$ cat config.mk
export PLATFORM = sky130hd
export DESIGN_NAME = decoder_scan_n_flat
export DESIGN_NICKNAME = d
export VERILOG_FILES = /design/src/rtl/decoder_scan_n_if.sv /design/src/rtl/decoder_scan_n.sv /design/src/flat_wrapper.sv
export SDC_FILE = /design/constraint.sdc
export NUM_CORES = 1
export LEC_CHECK = 0
export BUFFER_PORTS_ARGS = -buffer_cell sky130_fd_sc_hd__buf_2
export CORE_MARGIN = 1.5
export CORE_UTILIZATION = 46
export CTS_CLUSTER_DIAMETER = 50
export DETAILED_ROUTE_END_ITERATION = 12
export GPL_TIMING_DRIVEN = 1
export PLACE_DENSITY = 0.68
export SYNTH_ARGS = -nofsm -noshare
export SYNTH_HDL_FRONTEND = slang
export SYNTH_SLANG_ARGS = --single-unit
$ cat constraint.sdc
create_clock -name clk -period 3 [get_ports clk]
set_input_delay 0.45 -clock clk [delete_from_list [all_inputs] [get_ports clk]]
set_output_delay 0.45 -clock clk [all_outputs]
set_load 0.01 [all_outputs]
$ cat src/rtl/decoder_scan_n_if.sv
// Bus bundle for decoder_scan_n: the DIRECT handshake, the SCAN controls and the decoded outputs.
// The master drives the controls and the slave (the decoder) drives the outputs.
interface decoder_scan_n_if #(
    parameter int N       = 4,
    parameter int DWELL_W = 8
);
    logic                ena;
    logic                mode;
    logic                in_valid;
    logic                in_ready;
    logic [N-1:0]        in;
    logic [DWELL_W-1:0]  dwell;
    logic [N-1:0]        last_index;
    logic [(2**N)-1:0]   out;
    logic                out_valid;
    logic [N-1:0]        index;
    logic                wrap;

    modport master (
        output ena, mode, in_valid, in, dwell, last_index,
        input  in_ready, out, out_valid, index, wrap
    );

    modport slave (
        input  ena, mode, in_valid, in, dwell, last_index,
        output in_ready, out, out_valid, index, wrap
    );
endinterface

$ cat src/rtl/decoder_scan_n.sv
// Registered N-to-2^N one-hot decoder: DIRECT decodes a handshaked index, SCAN walks 0..last_index.
// Optional build macro DECODER_SCAN_BLANK_EN inserts one blank cycle on every SCAN index step.
module decoder_scan_n #(
    parameter int N       = 4,
    parameter int DWELL_W = 8
) (
    input  logic              clk,
    input  logic              rst,
    decoder_scan_n_if.slave   bus
);
    localparam int OW = 2**N;
    localparam logic [N-1:0] IDX_ONE = {{(N-1){1'b0}}, 1'b1};
    localparam logic [DWELL_W-1:0] CNT_ONE = {{(DWELL_W-1){1'b0}}, 1'b1};

    typedef enum logic [1:0] {
        IDLE   = 2'd0,
        DIRECT = 2'd1,
        SCAN   = 2'd2
    } state_t;

    state_t               r_state;
    state_t               w_stateNext;
    logic [OW-1:0]        r_out;
    logic [OW-1:0]        w_outNext;
    logic [N-1:0]         r_index;
    logic [N-1:0]         w_indexNext;
    logic [DWELL_W-1:0]   r_dwellCnt;
    logic [DWELL_W-1:0]   w_cntNext;
    logic                 r_wrap;
    logic                 w_wrapNext;
    logic                 w_atLast;
    logic [N-1:0]         w_stepIdx;
`ifdef DECODER_SCAN_BLANK_EN
    logic                 r_blank;
    logic                 w_blankNext;
`endif

    function automatic logic [OW-1:0] oneHot(input logic [N-1:0] idx);
        oneHot = '0;
        oneHot[idx] = 1'b1;
    endfunction

    // Using >= lets a lowered last_index wrap on the very next step.
    assign w_atLast  = (r_index >= bus.last_index);
    assign w_stepIdx = w_atLast ? '0 : r_index + IDX_ONE;

    always_ff @(posedge clk) begin
        if (!rst) begin
            r_state <= IDLE;
        end else begin
            r_state <= w_stateNext;
        end
    end

    always_comb begin
        w_stateNext = r_state;
        w_outNext   = r_out;
        w_indexNext = r_index;
        w_cntNext   = r_dwellCnt;
        w_wrapNext  = 1'b0;
`ifdef DECODER_SCAN_BLANK_EN
        w_blankNext = 1'b0;
`endif
        if (!bus.ena) begin
            w_stateNext = IDLE;
            w_outNext   = '0;
        end else if (!bus.mode) begin
            w_stateNext = DIRECT;
            if (r_state == DIRECT && bus.in_valid) begin
                w_outNext   = oneHot(bus.in);
                w_indexNext = bus.in;
            end
        end else begin
            w_stateNext = SCAN;
            if (r_state != SCAN) begin
                w_outNext   = oneHot('0);
                w_indexNext = '0;
                w_cntNext   = '0;
`ifdef DECODER_SCAN_BLANK_EN
            end else if (r_blank) begin
                w_outNext   = oneHot(r_index);
`endif
            end else if (r_dwellCnt >= bus.dwell) begin
                w_cntNext   = '0;
                w_indexNext = w_stepIdx;
                w_wrapNext  = w_atLast;
`ifdef DECODER_SCAN_BLANK_EN
                w_outNext   = '0;
                w_blankNext = 1'b1;
`else
                w_outNext   = oneHot(w_stepIdx);
`endif
            end else begin
                w_cntNext   = r_dwellCnt + CNT_ONE;
            end
        end
    end

    always_ff @(posedge clk) begin
        if (!rst) begin
            r_out      <= '0;
            r_index    <= '0;
            r_dwellCnt <= '0;
            r_wrap     <= 1'b0;
`ifdef DECODER_SCAN_BLANK_EN
            r_blank    <= 1'b0;
`endif
        end else begin
            r_out      <= w_outNext;
            r_index    <= w_indexNext;
            r_dwellCnt <= w_cntNext;
            r_wrap     <= w_wrapNext;
`ifdef DECODER_SCAN_BLANK_EN
            r_blank    <= w_blankNext;
`endif
        end
    end

    assign bus.in_ready  = (r_state == DIRECT) && bus.ena;
    assign bus.out       = r_out;
    assign bus.out_valid = |r_out;
    assign bus.index     = r_index;
    assign bus.wrap      = r_wrap;
endmodule

$ cat src/flat_wrapper.sv
// flat-port wrapper written by rule: the top's interface ports become plain ports
module decoder_scan_n_flat 
#(
    parameter int N       = 4,
    parameter int DWELL_W = 8
)
  (clk, rst, bus_ena, bus_mode, bus_in_valid, bus_in, bus_dwell, bus_last_index, bus_in_ready, bus_out, bus_out_valid, bus_index, bus_wrap);
  decoder_scan_n_if #(.N(N), .DWELL_W(DWELL_W)) bus_i ();
  input  logic clk;
  input  logic rst;
  input wire logic [$bits(bus_i.ena)-1:0] bus_ena;
  input wire logic [$bits(bus_i.mode)-1:0] bus_mode;
  input wire logic [$bits(bus_i.in_valid)-1:0] bus_in_valid;
  input wire logic [$bits(bus_i.in)-1:0] bus_in;
  input wire logic [$bits(bus_i.dwell)-1:0] bus_dwell;
  input wire logic [$bits(bus_i.last_index)-1:0] bus_last_index;
  output wire logic [$bits(bus_i.in_ready)-1:0] bus_in_ready;
  output wire logic [$bits(bus_i.out)-1:0] bus_out;
  output wire logic [$bits(bus_i.out_valid)-1:0] bus_out_valid;
  output wire logic [$bits(bus_i.index)-1:0] bus_index;
  output wire logic [$bits(bus_i.wrap)-1:0] bus_wrap;
  assign bus_i.ena = bus_ena;
  assign bus_i.mode = bus_mode;
  assign bus_i.in_valid = bus_in_valid;
  assign bus_i.in = bus_in;
  assign bus_i.dwell = bus_dwell;
  assign bus_i.last_index = bus_last_index;
  assign bus_in_ready = bus_i.in_ready;
  assign bus_out = bus_i.out;
  assign bus_out_valid = bus_i.out_valid;
  assign bus_index = bus_i.index;
  assign bus_wrap = bus_i.wrap;
  decoder_scan_n #(.N(N), .DWELL_W(DWELL_W)) u_core (.clk(clk), .rst(rst), .bus(bus_i));
endmodule
Word-level counts from Yosys, hierarchy flattened
Cells that the tools add are included.

Bits in registers: 31. Bits of input ports: 21. Output and inout port bits: 23. Word-level logic and storage cells: 47.

$add $sub $neg: 2. Magnitude comparators: 6. Equality and inequality tests: 3. Muxes and demuxes: 16. Bitwise operators: 4. Reductions and logical operators: 11.

Operator list (count): two-way mux 16 bit (4); two-way mux 4 bit (5); two-way mux 8 bit (2); OR reduction 16 bit (1); less-than comparator 4 x 5 -> 1 bit, second input constant (2); adder 8 x 1 -> 8 bit, second input constant (1); demux 1 bit (select 4 bit) (2); greater-or-equal comparator 4 x 1 -> 1 bit, second input constant (2); greater-or-equal comparator 8 bit (1); AND reduction 2 bit (3); OR reduction 5 bit (1); adder 4 x 1 -> 4 bit, second input constant (1); greater-or-equal comparator 4 bit (1); logical AND 1 bit (4); inverter 1 bit (4); != test 3 x 1 -> 1 bit, second input constant (1); AND reduction 3 bit (1); == test 2 x 1 -> 1 bit, second input constant (1); two-way mux 1 bit (2); two-way mux 2 bit (1); != test 2 bit, second input constant (1); nonzero test 2 bit (1).

Longest topological paths before layout
Gate-level depths: netlist (run 1).

Depth in word-level cells: 9. Depth in mapped cells: 8. Depth with buffers taken out: 7.

Least setup slack after synthesis (run 1)
Ideal clock, no wire load.

Path type: register -> register. From: reg u_core.r_index[0] (netlist: u_core.bus.index[0]). To: reg u_core.r_out[2] (netlist: u_core.bus.out[2]). Setup time: 0.079 ns. Arrival time: 1.988 ns. Required time: 2.921 ns. Slack: 0.933 ns. Cell stages (with the launch flop): 9. Path buffers: 1. Clock period less this slack: 2.067 ns. Cells stage by stage: dfxtp_1 buf_2 inv_1 ha_1 nor3b_2 o2111ai_2 a2111oi_2 a21oi_1 a211oi_2.

Word-level cells in the longest chain between the ends: 9. Elaborated cells between the ends (all ways): 11. Those cells by class: add/sub: 1; order compare: 3; mux: 6; reduce/logical: 1.

Ends and longest elaborated chain: from (decl) (line decoder_scan_n.sv:25) `logic [N-1:0] r_index;`; from (signal assigned) (line decoder_scan_n.sv:110) `r_index <= w_indexNext;`; adder 4 x 1 -> 4 bit or greater-or-equal comparator 4 bit (tied branches) (line decoder_scan_n.sv:45, decoder_scan_n.sv:44); two-way mux 4 bit * (line decoder_scan_n.sv:45) `assign w_stepIdx = w_atLast ? '0 : r_index + IDX_ONE;`; less-than comparator 4 x 5 -> 1 bit (implied by the code) or greater-or-equal comparator 4 x 1 -> 1 bit (tied branches) (line decoder_scan_n.sv:40) `oneHot[idx] = 1'b1;`; logical AND 1 bit (implied by the code) (line decoder_scan_n.sv:40); two-way mux 1 bit (implied by the code) (line decoder_scan_n.sv:40); demux 1 bit (select 4 bit) *; two-way mux 16 bit * (line decoder_scan_n.sv:83) `end else if (r_dwellCnt >= bus.dwell) begin`; two-way mux 16 bit * (line decoder_scan_n.sv:75) `if (r_state != SCAN) begin`; two-way mux 16 bit * (line decoder_scan_n.sv:67) `end else if (!bus.mode) begin`; to (signal assigned) (line decoder_scan_n.sv:109) `r_out <= w_outNext;`; to (decl) (line decoder_scan_n.sv:23) `logic [OW-1:0] r_out;`.

Every way passes the cells marked *; elsewhere a longest branch is shown, timed or not. The select of a mux whose other input is x is not followed. A chain may end at the register's enable or synchronous reset.

Worst setup path in the final report (run 1)
From: reg u_core.r_index[0] (netlist: u_core.bus.index[0]). To: reg u_core.r_out[4] (netlist: u_core.bus.out[4]).

The elaborated chain is that of the path after synthesis.

==> results_dict.tcl, run 1 <==
set metrics [dict create \
    outcome "finished, final reports clean" \
    start_kind "register" \
    drc 0 \
    hold_depth 2 \
    path_max_fanout 11 \
    crit_type "register to register" \
    fin_crit_ns 2.63 \
    clock_skew_ns 0.00789 \
    hold_class "primary input to register" \
    postCtsSetupRepairBufs 0 \
    grt_use_met3 0.0357 \
    tns_ns 0 \
    async_flop_share 0 \
    regArea_um2 621 \
    final_core_utilization 0.554 \
    synth_edf_count 0 \
    pin_count 44 \
    worstRegToRegCells 7 \
    slew_violations 0 \
    rsz0062_at_grt "false" \
    met2_usage 0.354 \
    mostFrequentLayoutCell "buf_2" \
    p_per_area_nw_per_um2 403 \
    busiest_layer "met1" \
    min_delay_worst_endpoint "u_core.r_state[0]" \
    min_period_over_period 0.877 \
    synth_nets 320 \
    syn_inst 285 \
    switching_share 0.281 \
    ant_nets 0 \
    cts_buffer_depth 2 \
    layout_common_cells "buf_2 (43), dfxtp_1 (31), nor2_1 (30), a21oi_1 (24), inv_1 (20)" \
    clock_sinks 31 \
    place.gp.congestion 0.974 \
    synth_area_um2 2270 \
    grt_pass1_wl_um 9940 \
    multi_input_area_um2 1500 \
    initialDrtViolationCount 154 \
    numCtsBuffers 5 \
    initial_core_util 0.478 \
    routed_wl_um 5880 \
    die_w_um 73.3 \
    combPwrFrac 0.182 \
    grt_max_degree 19 \
    cp-end-kind "register" \
    overflow 0 \
    synth_seq_cells 31 \
    yosysUniqueCellTypes 59 \
    min_from "bus_mode" \
    p_sw_w 0.000299 \
    ir_worst_vdd_uv 165 \
    worst_pin_slew_ns 1.12 \
    clock_power_share 0.406 \
    grt_antenna_before_repair 0 \
    setup_viol 0 \
    vias_per_cell 5.78 \
    rows 25 \
    hold_violations 0 \
    drv_cap 0 \
    root_buffer "clkbuf_8" \
    cts_tree "done" \
    track_usage 0.239 \
    placed_area_um2 2520 \
    max_freq_ghz 0.380 \
    clk_latency_ns 0.29 \
    intPower_w 0.000763 \
    cts-hold-fix-buffers 0 \
    arrival_ns 2.84 \
    drive_gt1_frac 0.240 \
    design_area_um2 2640 \
    hpwl_um 4340 \
    synth_ff_type "dfxtp_1" \
    yosys_warnings 0 \
    wl_per_cell_um 15.0 \
    vias 2266 \
    grtUsageMet1 0.356 \
    synth.avg_cell_area_um2 7.98 \
    syn_to_final_growth_pct 15.8 \
    design.core.area_um2 4750 \
    dr.pass1.iters 4 \
    reg2reg_from "u_core.bus.index[0]" \
    dieArea_um2 5380 \
    r2r_slack_ns 0.37 \
    seqPwrFrac 0.412 \
    fin_hold_ws_ns 0.503 \
    io_buffers 43 \
    diodes 0 \
    htree_levels 2 \
    post_cts_resized 0 \
    leakage_nw 1.10 \
    cts.clk_slew.worst_paths_ns 0.07 \
    die_h_um 73.3 \
    ys_seq_area_frac 0.273 \
    grt_pass1_vias 2043 \
    worstPathRequired_ns 3.21 \
    fill_cells 473 \
    relSlewSlack 0.253 \
    final_nets 359 \
    r2r_end "u_core.bus.out[4]" \
]
[metal layers]
layer / vias up / share of wire
met5: - / 0
met4: 0 / 0.013
met3: 5 / 0.074
met2: 76 / 0.44
met1: 1042 / 0.48
li1: 1143 / -
[worst max path at each step]
stage               depth (start not counted)                end  slack (ns)           startpoint
floorplan                                   8  u_core.bus.out[2]        0.93  u_core.bus.index[0]
global route                                7  u_core.bus.out[4]        0.23  u_core.bus.index[0]
detailed placement                          7  u_core.bus.out[5]        0.33         bus_dwell[5]
CTS                                         7  u_core.bus.out[4]        0.43  u_core.bus.index[0]
finish                                      7  u_core.bus.out[4]        0.37  u_core.bus.index[0]
global placement                            7  u_core.bus.out[5]        0.37         bus_dwell[5]
[cell usage after synthesis, types with 4 or more instances]
cell | n | area [µm²]
dfxtp_1 | 31 | 621
nor2_1 | 30 | 113
a21oi_1 | 24 | 120
inv_1 | 20 | 75.1
nand2_1 | 19 | 71.3
ha_1 | 14 | 175
nor4_1 | 14 | 87.6
o21ai_0 | 12 | 60.1
nand3_1 | 10 | 50.1
nor3_1 | 10 | 50.1
a211oi_2 | 9 | 113
a31oi_1 | 6 | 37.5
clkbuf_1 | 6 | 22.5
nor2b_1 | 6 | 37.5
nand4_1 | 5 | 31.3
xor2_1 | 5 | 43.8
a211oi_1 | 4 | 30.0
[metrics by stage]
step,std cells,worst slack (ns),power [W]
floorplan,285,0.933,0.000580
global placement,384,0.369,0.000636
detailed placement,384,0.331,0.000637
CTS,392,0.426,0.00107
global route,392,0.232,0.00111
finish,392,0.370,0.00106
[logic make-up (layout without fill, tap and decap cells)]
| family | count (synthesis) | count (layout) | synth area share |
|---|---|---|---|
| compound gates | 83 | 83 | 0.284 |
| xor+xnor | 7 | 7 | 0.0270 |
| fa+ha+maj | 14 | 14 | 0.0770 |
| buf+inv | 34 | 74 | 0.0660 |
| flops | 31 | 31 | 0.273 |
| mux | 2 | 2 | 0.00880 |
| simple gates | 114 | 114 | 0.265 |
[sequential cells by signal, indices dropped and copies added (netlist names)]
name / cells
u_core.bus.index: 4
u_core.bus.out: 16
u_core.bus.wrap: 1
u_core.r_dwellCnt: 8
u_core.r_state: 2
[power groups by stage]
stage	Combinational (W)	Sequential (W)	Clock, W
floorplan	0.000135	0.000445	0
global placement	0.000190	0.000446	0
detailed placement	0.000191	0.000446	0
CTS	0.000192	0.000437	0.000442
global route	0.000216	0.000439	0.000454
finish	0.000193	0.000437	0.000432
[worst max-delay path, cell delays in order, from the launching register on]
cell	delay, ns
dfxtp_1	0.58
inv_1	0.20
ha_1	0.34
nor3b_2	0.34
o2111ai_2	0.27
a2111oi_1	0.54
nor4_1	0.13
nor3_1	0.14
[final cells by class]
| class | instances | share of cell area |
|---|---|---|
| flip-flops and latches | 31 | 0.236 |
| repair buffers | 45 | 0.0874 |
| well taps | 67 | 0.0318 |
| inverters | 21 | 0.0299 |
| clock inverters | 2 | 0.0133 |
| multi-input cells | 220 | 0.571 |
| clock buffers | 6 | 0.0313 |
(Power assumes the default switching activity.)
==> run 2, diff against run 1 <==
--- a/config.mk
+++ b/config.mk
@@ -6,6 +6,7 @@
 export NUM_CORES = 1
 export LEC_CHECK = 0
 export BUFFER_PORTS_ARGS = -buffer_cell sky130_fd_sc_hd__buf_2
+export CAP_MARGIN = 40
 export CORE_MARGIN = 1.5
 export CORE_UTILIZATION = 46
 export CTS_CLUSTER_DIAMETER = 50
==> constraint.sdc (replaced) <==
create_clock -name clk -period 2.7 [get_ports clk]
set_input_delay 0.405 -clock clk [delete_from_list [all_inputs] [get_ports clk]]
set_output_delay 0.405 -clock clk [all_outputs]
set_load 0.01 [all_outputs]
==> run 2 against run 1 <==
Effect of this change:
- hold slack worse by 0.043 ns
- register-to-register slack about the same
- critical path depth down 1
- critical endpoint is now u_core.bus.out[8]
- cell area about the same
- worst setup slack better by 0.0081 ns
- clock skew down 0.0014 ns
- wire length up 2.9%
- flip-flop and latch count unchanged
- critical path type unchanged
==> results_dict.tcl, run 2 (synthesis results as in run 1) <==
set metrics [dict create \
    outcome "finished, final reports clean" \
    arrival_ns 2.53 \
    largest_reg_flops 16 \
    vias 2270 \
    numCtsBuffers 5 \
    cts.clk_slew.worst_paths_ns 0.07 \
    initialDrtViolationCount 149 \
    hold_violations 0 \
    clk_latency_ns 0.29 \
    clock_sinks 31 \
    mostFrequentLayoutCell "buf_2" \
    hpwl_um 4620 \
    die_h_um 73.3 \
    grt_pass1_vias 1988 \
    cts_buffer_depth 2 \
    min_period_over_period 0.860 \
    rsz0062_at_grt "false" \
    placed_cells 387 \
    ir_worst_vdd_uv 156 \
    design_area_um2 2640 \
    ant_nets 0 \
    relSlewSlack 0.489 \
    final_cells 394 \
    start_kind "register" \
    design.core.area_um2 4750 \
    worst_pin_slew_ns 0.764 \
    setup_slack_ns 0.378 \
    clock_skew_ns 0.00653 \
    cpMostUsedCell "nor4_1" \
    slowest_delay_ns 0.57 \
    initial_core_util 0.478 \
    crit_chain "ha_1, o211ai_1, o2111ai_2, nor4_1, nor4_1, nor3_1" \
    track_usage 0.239 \
    rows 25 \
    crit_type "register to register" \
    vias_per_cell 5.76 \
    place.gp.congestion 0.925 \
    dieArea_um2 5380 \
    die_w_um 73.3 \
    io_buffers 43 \
    hold_class "primary input to register" \
    layout_common_cells "buf_2 (43), nor2_1 (30), dfxtp_1 (30), a21oi_1 (24), inv_1 (20)" \
    root_buffer "clkbuf_8" \
    cp-end-kind "register" \
    grt_antenna_before_repair 0 \
    setup_viol 0 \
    path_max_fanout 11 \
    syn_to_final_growth_pct 16.0 \
    pin_count 44 \
    dr.pass1.iters 4 \
    dp_slack_ns 0.112 \
    wl_per_cell_um 15.4 \
    total_power_w 0.00108 \
    fin_crit_ns 2.32 \
    cts_tree "done" \
    placed_area_um2 2540 \
    diodes 0 \
    slew_violations 0 \
    max_freq_ghz 0.431 \
    drive_gt1_frac 0.251 \
    cp_slowest_cell "dfxtp_1" \
    grt_pass1_wl_um 9830 \
    grt_max_degree 19 \
    routed_wl_um 6050 \
    final_nets 362 \
    drv_cap 0 \
    tns_ns 0 \
    htree_levels 2 \
    worstPathRequired_ns 2.91 \
    leakage_nw 1.10 \
    p_per_area_nw_per_um2 409 \
    overflow 0 \
    drc 0 \
]
-- run 2: where the power goes --
part	switching, W	internal, W	total (W)
combinational	0.000137	0.0000822	0.000219
sequential	0.0000158	0.000470	0.000486
clock	0.000173	0.000200	0.000373
total	0.000326	0.000752	0.00108
-- run 2: repair_timing --
action	in CTS	in global routing
hold buffers	0	0
setup buffers	0	0
gates resized for setup	0	2
endpoints found under the setup margin	0	3
endpoints found under the hold margin	0	0
-- run 2: final timing paths --
check,start,end,slack (ns),depth (start not counted)
setup / recovery,u_core.bus.index[1],u_core.bus.out[8],0.38,6
hold / removal,bus_mode,u_core.r_state[0],0.46,2
setup reg to reg,u_core.bus.index[1],u_core.bus.out[8],0.38,6
hold reg to reg,u_core.bus.out[0],u_core.bus.out[0],0.50,2
-- run 2: per-stage QoR --
step	hold WS (ns)	util
after floorplan	0.483	-
after global placement	0.479	0.533
after detailed placement	0.493	0.535
after CTS	0.453	0.553
after global routing	0.479	0.555
final	0.460	0.555
-- run 2: worst max-delay path, delay by kind of cell, from the launching register on --
kind | cells | cell delay, ns
AOI/OAI and AO/OA | 2 | 0.65
adders and majority gates | 1 | 0.31
and+or+nand+nor | 3 | 0.70
DFF | 1 | 0.57
-- run 2: cell type report --
cell class | count | area, µm²
clock inverter | 1 | 5.00
fill | 494 | 2120
tap | 67 | 83.8
sequential | 31 | 622
timing repair buffer | 48 | 256
multi-input combinational | 220 | 1510
inverter | 21 | 78.8
clock buffer | 6 | 82.6
-- run 2: per-layer routing --
layer,vias up,global-route usage,share of wire
li1,1141,-,-
met1,1049,0.351,0.49
met2,70,0.354,0.44
met3,10,0.0425,0.056
met4,0,0.0802,0.018
met5,-,0,0
